$ cat src/rtl/i2s_capture_ctrl_pkg.sv
// Shared audio-path definitions: capture states, default sizes, width helper.
package i2s_capture_ctrl_pkg;

  // Defaults shared with the I2S receiver and the FFT/FIR loader.
  localparam int unsigned AUDIO_DATA_WIDTH = 16;
  localparam int unsigned AUDIO_BLOCK_LEN  = 1024;
  localparam int unsigned AUDIO_FIFO_DEPTH = 4;

  // Capture sequencer states.
  typedef enum logic [1:0] {
    ST_IDLE   = 2'd0,
    ST_SYNC   = 2'd1,
    ST_WAIT_R = 2'd2,
    ST_WAIT_L = 2'd3
  } cap_state_e;

  // Index width for a power-of-two count; never narrower than one bit.
  function automatic int unsigned log2w(input int unsigned n);
    return (n <= 2) ? 1 : $clog2(n);
  endfunction

endpackage

$ cat src/rtl/i2s_capture_ctrl_if.sv
// Stereo frame stream towards the FFT/FIR loader (valid/ready).
//   master: drives m_data_l, m_data_r, m_last, m_valid; receives m_ready.
//   slave : the loader side.
interface i2s_capture_ctrl_if
  import i2s_capture_ctrl_pkg::*;
#(
  parameter int unsigned DATA_WIDTH = AUDIO_DATA_WIDTH
) ();

  logic [DATA_WIDTH-1:0] m_data_l;
  logic [DATA_WIDTH-1:0] m_data_r;
  logic                  m_last;
  logic                  m_valid;
  logic                  m_ready;

  modport master (
    output m_data_l,
    output m_data_r,
    output m_last,
    output m_valid,
    input  m_ready
  );

  modport slave (
    input  m_data_l,
    input  m_data_r,
    input  m_last,
    input  m_valid,
    output m_ready
  );

endinterface

$ cat src/rtl/i2s_capture_ctrl_sync_fifo_fwft.sv
// First-word-fall-through synchronous FIFO.
//   push/push_data : write request; ignored when full unless a pop frees a slot.
//   pop            : consume head; ignored when empty (no bypass).
//   pop_data       : current head, stable until popped.
//   full/empty     : occupancy flags from the registered pointers.
module sync_fifo_fwft
  import i2s_capture_ctrl_pkg::*;
#(
  parameter  int unsigned WIDTH = 2 * AUDIO_DATA_WIDTH + 1,
  parameter  int unsigned DEPTH = AUDIO_FIFO_DEPTH,
  localparam int unsigned PTR_W = log2w(DEPTH)
) (
  input  logic             clk,
  input  logic             rst_n,
  input  logic             push,
  input  logic [WIDTH-1:0] push_data,
  input  logic             pop,
  output logic [WIDTH-1:0] pop_data,
  output logic             full,
  output logic             empty
);

  logic [WIDTH-1:0] mem_q [DEPTH];
  // One extra wrap bit distinguishes full from empty.
  logic [PTR_W:0]   wr_ptr_q;
  logic [PTR_W:0]   rd_ptr_q;
  logic             do_push;
  logic             do_pop;

  assign empty    = (wr_ptr_q == rd_ptr_q);
  assign full     = (wr_ptr_q[PTR_W] != rd_ptr_q[PTR_W]) &&
                    (wr_ptr_q[PTR_W-1:0] == rd_ptr_q[PTR_W-1:0]);
  assign do_pop   = pop && !empty;
  // A same-cycle pop frees the slot a full FIFO is about to reuse.
  assign do_push  = push && (!full || do_pop);
  assign pop_data = mem_q[rd_ptr_q[PTR_W-1:0]];

  // Pointers and storage.
  always_ff @(posedge clk or negedge rst_n) begin
    if (!rst_n) begin
      wr_ptr_q <= '0;
      rd_ptr_q <= '0;
      for (int i = 0; i < int'(DEPTH); i++) begin
        mem_q[i] <= '0;
      end
    end else begin
      if (do_push) begin
        mem_q[wr_ptr_q[PTR_W-1:0]] <= push_data;
        wr_ptr_q                   <= wr_ptr_q + (PTR_W+1)'(1);
      end
      if (do_pop) begin
        rd_ptr_q <= rd_ptr_q + (PTR_W+1)'(1);
      end
    end
  end

endmodule

$ cat src/rtl/i2s_capture_ctrl.sv
// I2S capture sequencer: pairs left/right strobes into stereo frames, gates
// them into BLOCK_LEN-frame blocks on start/stop and queues them for the
// FFT/FIR loader with the last frame of each block flagged.
//   clk, rst_n          : sck-domain clock, async active-low reset.
//   start/stop          : arm / abort capture (stop wins).
//   continuous          : chain the next block when one completes.
//   rx_data/rx_l_vld/rx_r_vld : receiver sample and channel strobes.
//   m                   : frame stream (interface, master side).
//   busy, frame_cnt     : sequencer active, frames pushed in current block.
//   overrun, resync     : sticky drop / channel-order flags.
module i2s_capture_ctrl
  import i2s_capture_ctrl_pkg::*;
#(
  parameter  int unsigned DATA_WIDTH = AUDIO_DATA_WIDTH,
  parameter  int unsigned BLOCK_LEN  = AUDIO_BLOCK_LEN,
  parameter  int unsigned FIFO_DEPTH = AUDIO_FIFO_DEPTH,
  localparam int unsigned CNT_W      = log2w(BLOCK_LEN)
) (
  input  logic                  clk,
  input  logic                  rst_n,
  input  logic                  start,
  input  logic                  stop,
  input  logic                  continuous,
  input  logic [DATA_WIDTH-1:0] rx_data,
  input  logic                  rx_l_vld,
  input  logic                  rx_r_vld,
  i2s_capture_ctrl_if.master    m,
  output logic                  busy,
  output logic [CNT_W-1:0]      frame_cnt,
  output logic                  overrun,
  output logic                  resync
);

  localparam int unsigned     FRAME_W  = 2 * DATA_WIDTH + 1;
  localparam logic [CNT_W-1:0] LAST_IDX = CNT_W'(BLOCK_LEN - 1);

  cap_state_e             state_q, state_d;
  logic [DATA_WIDTH-1:0]  left_q, left_d;
  logic [CNT_W-1:0]       cnt_q, cnt_d;
  logic                   overrun_q, overrun_d;
  logic                   resync_q, resync_d;
  logic                   busy_q;

  logic                   push_c;
  logic                   push_last_c;
  logic                   pop_c;
  logic                   fifo_full;
  logic                   fifo_empty;
  logic [FRAME_W-1:0]     fifo_head;

  assign pop_c = m.m_ready && !fifo_empty;

  // Next-state, frame formation and sticky-flag logic.
  always_comb begin
    state_d     = state_q;
    left_d      = left_q;
    cnt_d       = cnt_q;
    overrun_d   = overrun_q;
    resync_d    = resync_q;
    push_c      = 1'b0;
    push_last_c = 1'b0;

    if (stop && (state_q != ST_IDLE)) begin
      // Abort: any frame completing this cycle is dropped with the held left.
      state_d = ST_IDLE;
      left_d  = '0;
    end else begin
      case (state_q)
        ST_IDLE: begin
          if (start && !stop) begin
            state_d   = ST_SYNC;
            cnt_d     = '0;
            overrun_d = 1'b0;
            resync_d  = 1'b0;
          end
        end

        // Blocks always begin on a left sample; stray rights are discarded.
        ST_SYNC: begin
          if (rx_l_vld) begin
            left_d  = rx_data;
            state_d = ST_WAIT_R;
            if (rx_r_vld) begin
              resync_d = 1'b1;
            end
          end
        end

        ST_WAIT_R: begin
          if (rx_l_vld) begin
            // Right missing (or both strobes): newest left replaces the held one.
            resync_d = 1'b1;
            left_d   = rx_data;
          end else if (rx_r_vld) begin
            push_c      = 1'b1;
            push_last_c = (cnt_q == LAST_IDX);
            cnt_d       = push_last_c ? '0 : cnt_q + CNT_W'(1);
            // Count advances even on a drop so block boundaries track the stream.
            if (fifo_full && !pop_c) begin
              overrun_d = 1'b1;
            end
            if (push_last_c && !continuous) begin
              state_d = ST_IDLE;
            end else begin
              state_d = ST_WAIT_L;
            end
          end
        end

        ST_WAIT_L: begin
          if (rx_l_vld) begin
            left_d  = rx_data;
            state_d = ST_WAIT_R;
            if (rx_r_vld) begin
              resync_d = 1'b1;
            end
          end else if (rx_r_vld) begin
            resync_d = 1'b1;
          end
        end

        default: state_d = ST_IDLE;
      endcase
    end
  end

  // Sequencer registers.
  always_ff @(posedge clk or negedge rst_n) begin
    if (!rst_n) begin
      state_q   <= ST_IDLE;
      left_q    <= '0;
      cnt_q     <= '0;
      overrun_q <= 1'b0;
      resync_q  <= 1'b0;
      busy_q    <= 1'b0;
    end else begin
      state_q   <= state_d;
      left_q    <= left_d;
      cnt_q     <= cnt_d;
      overrun_q <= overrun_d;
      resync_q  <= resync_d;
      busy_q    <= (state_d != ST_IDLE);
    end
  end

  // Output frame queue; entry layout is {last, left, right}.
  sync_fifo_fwft #(
    .WIDTH (FRAME_W),
    .DEPTH (FIFO_DEPTH)
  ) u_fifo (
    .clk       (clk),
    .rst_n     (rst_n),
    .push      (push_c),
    .push_data ({push_last_c, left_q, rx_data}),
    .pop       (pop_c),
    .pop_data  (fifo_head),
    .full      (fifo_full),
    .empty     (fifo_empty)
  );

  assign m.m_valid                           = !fifo_empty;
  assign {m.m_last, m.m_data_l, m.m_data_r}  = fifo_head;

  assign busy      = busy_q;
  assign frame_cnt = cnt_q;
  assign overrun   = overrun_q;
  assign resync    = resync_q;

endmodule
$ cat src/flat_wrapper.sv
// flat-port wrapper written by rule: the top's interface ports become plain ports
module i2s_capture_ctrl_flat import i2s_capture_ctrl_pkg::*;
#(
  parameter  int unsigned DATA_WIDTH = AUDIO_DATA_WIDTH,
  parameter  int unsigned BLOCK_LEN  = AUDIO_BLOCK_LEN,
  parameter  int unsigned FIFO_DEPTH = AUDIO_FIFO_DEPTH,
  localparam int unsigned CNT_W      = log2w(BLOCK_LEN)
)
  (clk, rst_n, start, stop, continuous, rx_data, rx_l_vld, rx_r_vld, busy, frame_cnt, overrun, resync, m_m_data_l, m_m_data_r, m_m_last, m_m_valid, m_m_ready);
  i2s_capture_ctrl_if #(.DATA_WIDTH(DATA_WIDTH)) m_i ();
  input  logic clk;
  input  logic rst_n;
  input  logic start;
  input  logic stop;
  input  logic continuous;
  input  logic [DATA_WIDTH-1:0] rx_data;
  input  logic rx_l_vld;
  input  logic rx_r_vld;
  output logic busy;
  output logic [CNT_W-1:0] frame_cnt;
  output logic overrun;
  output logic resync;
  output wire logic [$bits(m_i.m_data_l)-1:0] m_m_data_l;
  output wire logic [$bits(m_i.m_data_r)-1:0] m_m_data_r;
  output wire logic [$bits(m_i.m_last)-1:0] m_m_last;
  output wire logic [$bits(m_i.m_valid)-1:0] m_m_valid;
  input wire logic [$bits(m_i.m_ready)-1:0] m_m_ready;
  assign m_m_data_l = m_i.m_data_l;
  assign m_m_data_r = m_i.m_data_r;
  assign m_m_last = m_i.m_last;
  assign m_m_valid = m_i.m_valid;
  assign m_i.m_ready = m_m_ready;
  i2s_capture_ctrl #(.DATA_WIDTH(DATA_WIDTH), .BLOCK_LEN(BLOCK_LEN), .FIFO_DEPTH(FIFO_DEPTH)) u_core (.clk(clk), .rst_n(rst_n), .start(start), .stop(stop), .continuous(continuous), .rx_data(rx_data), .rx_l_vld(rx_l_vld), .rx_r_vld(rx_r_vld), .m(m_i), .busy(busy), .frame_cnt(frame_cnt), .overrun(overrun), .resync(resync));
endmodule
$ cat config.mk
export PLATFORM = sky130hd
export DESIGN_NAME = i2s_capture_ctrl_flat
export DESIGN_NICKNAME = d
export VERILOG_FILES = /design/src/rtl/i2s_capture_ctrl_pkg.sv /design/src/rtl/i2s_capture_ctrl_if.sv /design/src/rtl/i2s_capture_ctrl_sync_fifo_fwft.sv /design/src/rtl/i2s_capture_ctrl.sv /design/src/flat_wrapper.sv
export SDC_FILE = /design/constraint.sdc
export NUM_CORES = 1
export LEC_CHECK = 0
export ABC_AREA = 1
export CORE_MARGIN = 8
export CORE_UTILIZATION = 63
export DETAILED_ROUTE_END_ITERATION = 8
export HOLD_SLACK_MARGIN = 0.1
export PLACE_DENSITY = 0.86
export SKIP_CTS_REPAIR_TIMING = 1
export SYNTH_ARGS = -nofsm -noshare
export SYNTH_HDL_FRONTEND = slang
export SYNTH_SLANG_ARGS = --single-unit
$ cat constraint.sdc
create_clock -name clk -period 2.3 [get_ports clk]
set_input_delay 0.46 -clock clk [delete_from_list [all_inputs] [get_ports clk]]
set_output_delay 0.46 -clock clk [all_outputs]
set_load 0.1 [all_outputs]
Yosys cells after proc, flatten, opt, wreduce, memory -nomap -nowiden
Index checks and enable logic that the tools add are counted.
{"block": "op_classes", "add_sub_neg": 3, "order_cmp": 3, "n_eq_ne": 13, "mux": 38, "bitwise_logic": 3, "reduce_logical": 27}
{"cell": "$bwmux 132", "count": 1}
{"cell": "$mux 33", "count": 3}
{"cell": "$bmux 33 s2", "count": 1}
{"cell": "$demux 33 s2", "count": 1}
{"cell": "$mux 16", "count": 3}
{"cell": "$mux 10", "count": 4}
{"cell": "$pmux 10 s2", "count": 1}
{"cell": "$mux 1", "count": 15}
{"cell": "$mux 2", "count": 6}
{"cell": "$add 10x1->10 const B", "count": 1}
{"cell": "$eq 10x10->1 const B", "count": 1}
{"cell": "$reduce_bool 2->1", "count": 5}
{"cell": "$logic_and 1x1->1", "count": 9}
{"cell": "$ne 2x2->1 const B", "count": 4}
{"cell": "$add 3x1->3 const B", "count": 2}
{"cell": "$ge 3x3->1 const B", "count": 2}
{"cell": "$not 2->3", "count": 2}
{"cell": "$pmux 2 s3", "count": 1}
{"cell": "$reduce_and 6->1", "count": 1}
{"cell": "$logic_not 1->1", "count": 5}
{"cell": "$reduce_and 5->1", "count": 1}
{"cell": "$eq 2x2->1 const B", "count": 2}
{"cell": "$ne 2x1->1 const B", "count": 2}
{"cell": "$pmux 1 s4", "count": 1}
{"cell": "other kinds (13)", "count": 13}
{"block": "totals", "register_bits": 169, "output_inout_bits": 47, "wordCells": 99}

Longest topological paths before layout
{"block": "depth", "word_depth": 9, "ltp_mapped": 10, "depth_no_buf": 10}

Hierarchy
From an unflattened synthesis, not the netlist that was laid out.
{"block": "unflattened", "hier_cells": 1036, "area_unflattened_um2": 8374.3}
{"mod": "sync_fifo_fwft", "n_inst": 1, "cells_per_inst": 826, "area_per_inst_um2": 6701.4, "seq_area_each_um2": 3453.3}
{"mod": "i2s_capture_ctrl", "n_inst": 1, "cells_per_inst": 210, "area_per_inst_um2": 1672.9, "seq_area_each_um2": 775.7}

Worst setup path after synthesis
No wires, ideal clock.
{"block": "synth_timing", "kind": "register to output", "start": "register u_core.u_fifo.rd_ptr_q[0]", "end": "output port m_m_data_l[0]", "t_arrival_ns": 2.631, "path_slack_ns": -0.791, "stages_incl_launch_ff": 7, "cell_sequence": "dfrtp_1 buf_2 inv_1 clkbuf_1 clkbuf_1 nor2_1 o22ai_1"}
{"block": "synth_via", "elab_chain_len": 4}
{"item": "start: declaration", "line_no": "i2s_capture_ctrl_sync_fifo_fwft.sv:26", "rtl": "logic [PTR_W:0] rd_ptr_q;"}
{"item": "start signal: assignment", "line_no": "i2s_capture_ctrl_sync_fifo_fwft.sv:52", "rtl": "rd_ptr_q <= rd_ptr_q + (PTR_W+1)'(1);"}
{"item": "$not 2->3 (not written as such)", "line_no": "i2s_capture_ctrl_sync_fifo_fwft.sv:36", "rtl": "assign pop_data = mem_q[rd_ptr_q[PTR_W-1:0]];"}
{"item": "$bmux 33 s2", "line_no": "i2s_capture_ctrl_sync_fifo_fwft.sv:36"}
{"item": "$mux 33 (not written as such) (2 in a row)", "line_no": "i2s_capture_ctrl_sync_fifo_fwft.sv:36"}
{"item": "end: declaration", "line_no": "flat_wrapper.sv:23", "rtl": "output wire logic [$bits(m_i.m_data_l)-1:0] m_m_data_l;"}
No other way between the ends. The select of a mux whose other input is x is not followed.

Worst setup path after layout
{"block": "layout_timing", "start": "register u_core.u_fifo.rd_ptr_q[0]", "end": "output port m_m_data_r[7]"}
{"block": "layout_via", "elab_chain_len": 4}
{"item": "$not 2->3 (not written as such)", "line_no": "i2s_capture_ctrl_sync_fifo_fwft.sv:36"}
{"item": "$bmux 33 s2", "line_no": "i2s_capture_ctrl_sync_fifo_fwft.sv:36"}
{"item": "$mux 33 (not written as such) (2 in a row)", "line_no": "i2s_capture_ctrl_sync_fifo_fwft.sv:36"}
{"item": "end: declaration", "line_no": "flat_wrapper.sv:24", "rtl": "output wire logic [$bits(m_i.m_data_r)-1:0] m_m_data_r;"}
No other way between the ends. The select of a mux whose other input is x is not followed.

==> metrics <==
Post-DRT Antenna Nets 0; reg2reg setup slack 260 ps; Synth Area in Adders 0.00911; critical path class reg -> out; io pins between 70 and 80; Yosys top cell by area dfrtp_1; die height 130 microns; Post-synth EDFFs 0; first-pass GRT wire length 39,800 microns; fraction of the mapped netlist area in simple logic gates 0.304; Cell Area, Placed 9920 sq um; PD cells ~1600 nW/um^2; total core area between 10,000 and 15,000 sq um; setup TNS -294 ps; Skew-Pair Late Insertion Delay between 400 and 500 ps; GRT Residual Overflow 0; CP peak stage delay 460 ps; fill count between 700 and 800; vias per cell 6.56; CP top delay family buffers and inverters; router iterations before antenna repair 6; Synth Area in XOR/XNOR 0.00531; post-route cell area roughly 11,000 sq um; fmax 429 MHz; Final Instance Count excl. Fillers 1,256; crit-path max FO 16; Vias 8,241; FF-to-FF path depth 7; max cap viols 0; CP Launch Type flip-flop; Avg WL per Cell between 20 and 25 microns; r2r endpoint u_core.u_fifo.mem_q[110]$_DFFE_PN0P_; setup ws final -33.1 ps; Tcrit/Tclk final 1.01; Worst Hold Path EP u_core.u_fifo.mem_q[55]$_DFFE_PN0P_; post-synthesis mux area share 0; port buffer count 70; Mapped Avg Cell Area 8.13 sq um; critical path required time between 1500 and 2000 ps; fin crit period 2330 ps; Worst VDD drop 1.53 mV; CTS tree yes; Worst setup EP type output port; largest family of logic cells by synthesized area simple AND/OR/NAND/NOR gates; hold_ws 468 ps; Pleak 5.31 nW; initial antenna violation count 1; most common flop cell mapped by yosys dfrtp_1; # clock sinks 169; worst rel slew slack 0.657; Worst Path Buf+Inv 3; vias in the first global route approximately 7,900; drt initial violations between 1,000 and 1,500; hold path startpoint u_core.u_fifo.mem_q[55]$_DFFE_PN0P_; crit path cell chain buf_4 > buf_6 > nor2_2 > o22ai_4 > buf_12; Area Overhead vs Synth 29.4%; Synth Cell Area 8240 sq um; Async SR Flop Fraction 1.00; die area 17,000 sq um; CP max stage cell dfrtp_2; Final nets 1,101; outcome finished with violations; drt total wl 27,000 microns; Gate Count Post-Synth 1,014; Net Count, Synth 1,044; final estimated routing congestion in global placement 0.890; placed insts 1,216; Chip Width 130 microns; WHS Path Cells 2; share of cells above drive strength 1 0.167; Longest Clk Path Bufs 2; post-synth top area share 0.513; min-delay worst type reg -> reg; DRC 0; Final HPWL DP roughly 15,000 microns; Slew Limit Fails 0; worst-margin pin slew 515 ps; initial cell density of the core 0.648; cts bufs inserted 17; register clock-pin slew on the reported worst setup and hold paths 60 ps; final hold vios 0; worst r2r src u_core.u_fifo.rd_ptr_q[0]$_DFFE_PN0P_; CP arrival 1870 ps; RSZ-0062 raised after global routing true; FP Rows 41; synth warn 0; compound-cell area share of the yosys netlist 0.0885; Antenna Diode Count 0; largest net degree at the start of global routing 68; Seq/Total Area, Yosys 0.513; Synth area leaders dfrtp_1, nand2_1, nand4_1; # H-tree levels 4; GR Util All Layers 0.300; post-synthesis cell type count 28; cell with the most instances after synthesis nand2_1; Root Buffer clkbuf_16; Synth top cells by count nand2_1, dfrtp_1, nand4_1, nor2_1, o21ai_0; final setup fails 20; synthesis-stage register bit count 169; failing checks setup timing; Layout Skew 6.03 ps
cells in the final DEF, fill, tap and decap left out:
cell / n
o21ai_0: 66
clkinvlp_4: 5
xnor2_1: 3
xor2_1: 2
inv_2: 2
nand2_2: 1
inv_6: 2
dfrtp_2: 1
o22ai_1: 16
clkbuf_8: 5
o22ai_2: 5
o21ai_1: 11
nor3b_1: 1
buf_12: 46
o22ai_4: 28
buf_6: 5
ha_1: 6
nand3_2: 1
dfrtp_1: 168
clkdlybuf4s50_1: 22
nand2_4: 1
clkinv_2: 3
a21oi_1: 3
nand3_1: 22
nor3_1: 1
clkbuf_16: 20
dlygate4sd3_1: 1
o21bai_1: 2
nor2_1: 74
or2_2: 2
nor2_2: 8
buf_4: 44
bufinv_16: 1
and2_1: 1
nand4_1: 133
nor3_4: 1
nand2_1: 316
o31ai_1: 1
inv_1: 54
routing by layer:
| metal | track usage | vias to the layer above | wire length, microns |
|---|---|---|---|
| li1 | - | 3548 | - |
| met4 | 0.116 | 2 | 1200 |
| met5 | 0 | - | 11 |
| met3 | 0.0669 | 123 | 3110 |
| met2 | 0.498 | 616 | 12900 |
| met1 | 0.377 | 3952 | 9820 |
report_power, final:
group	internal, mW	total (mW)	leakage (nW)	switching (mW)
clock	1.63	2.84	0.277	1.21
sequential	3.36	3.74	2.32	0.377
combinational	3.28	10.1	2.72	6.79
metrics by stage:
stage | worst slack (ps) | utilization | power (mW)
after floorplan | -221 | - | 10.1
after global placement | 175 | 0.780 | 13.1
after detailed placement | 116 | 0.780 | 13.2
after CTS | -78.9 | 0.826 | 16.1
after global routing | -64.4 | 0.838 | 17.1
final | -33.1 | 0.838 | 16.6
tightest hold or removal path, cell delays in order (launching register included):
cell	delay, ps
dfrtp_1	340
nand2_1	50
nand2_1	50
sequential cells by signal (all words and copies together), names as in the netlist:
register,count
u_core.busy,1
u_core.frame_cnt,10
u_core.left_q,16
u_core.overrun,1
u_core.resync,1
u_core.state_q,2
u_core.u_fifo.mem_q,132
u_core.u_fifo.rd_ptr_q,3
u_core.u_fifo.wr_ptr_q,3
cell families (layout without fill, tap and decap cells):
group           count (synthesis)  count (layout)
buf+inv                       140             210
compound gates                132             132
simple gates                  562             562
fa+ha+maj                       6               6
flops                         169             169
xor+xnor                        5               5
final cells by class:
type                    instances  area [sq um]  area share
multi-input cells             705          3800       0.356
flip-flops and latches        169          4230       0.397
inverters                      57           219      0.0205
clock inverters                10          91.3     0.00857
clock buffers                  22           494      0.0464
well taps                     172           215      0.0202
repair buffers                121          1610       0.151
how the worst max path moves through the flow:
stage / from / endpoint / slack, ps / cells past startpoint
after global routing: u_core.u_fifo.rd_ptr_q[0]$_DFFE_PN0P_ / m_m_data_l[15] / -60 / 5
after floorplan: u_core.u_fifo.rd_ptr_q[0]$_DFFE_PN0P_ / m_m_data_l[0] / -220 / 6
after detailed placement: rx_l_vld / u_core.u_fifo.mem_q[2]$_DFFE_PN0P_ / 120 / 8
after global placement: rx_l_vld / u_core.u_fifo.mem_q[108]$_DFFE_PN0P_ / 170 / 8
after CTS: u_core.u_fifo.rd_ptr_q[0]$_DFFE_PN0P_ / m_m_data_r[7] / -80 / 5
final: u_core.u_fifo.rd_ptr_q[0]$_DFFE_PN0P_ / m_m_data_r[7] / -30 / 5
Note: power is estimated with default switching activity, not from simulation.
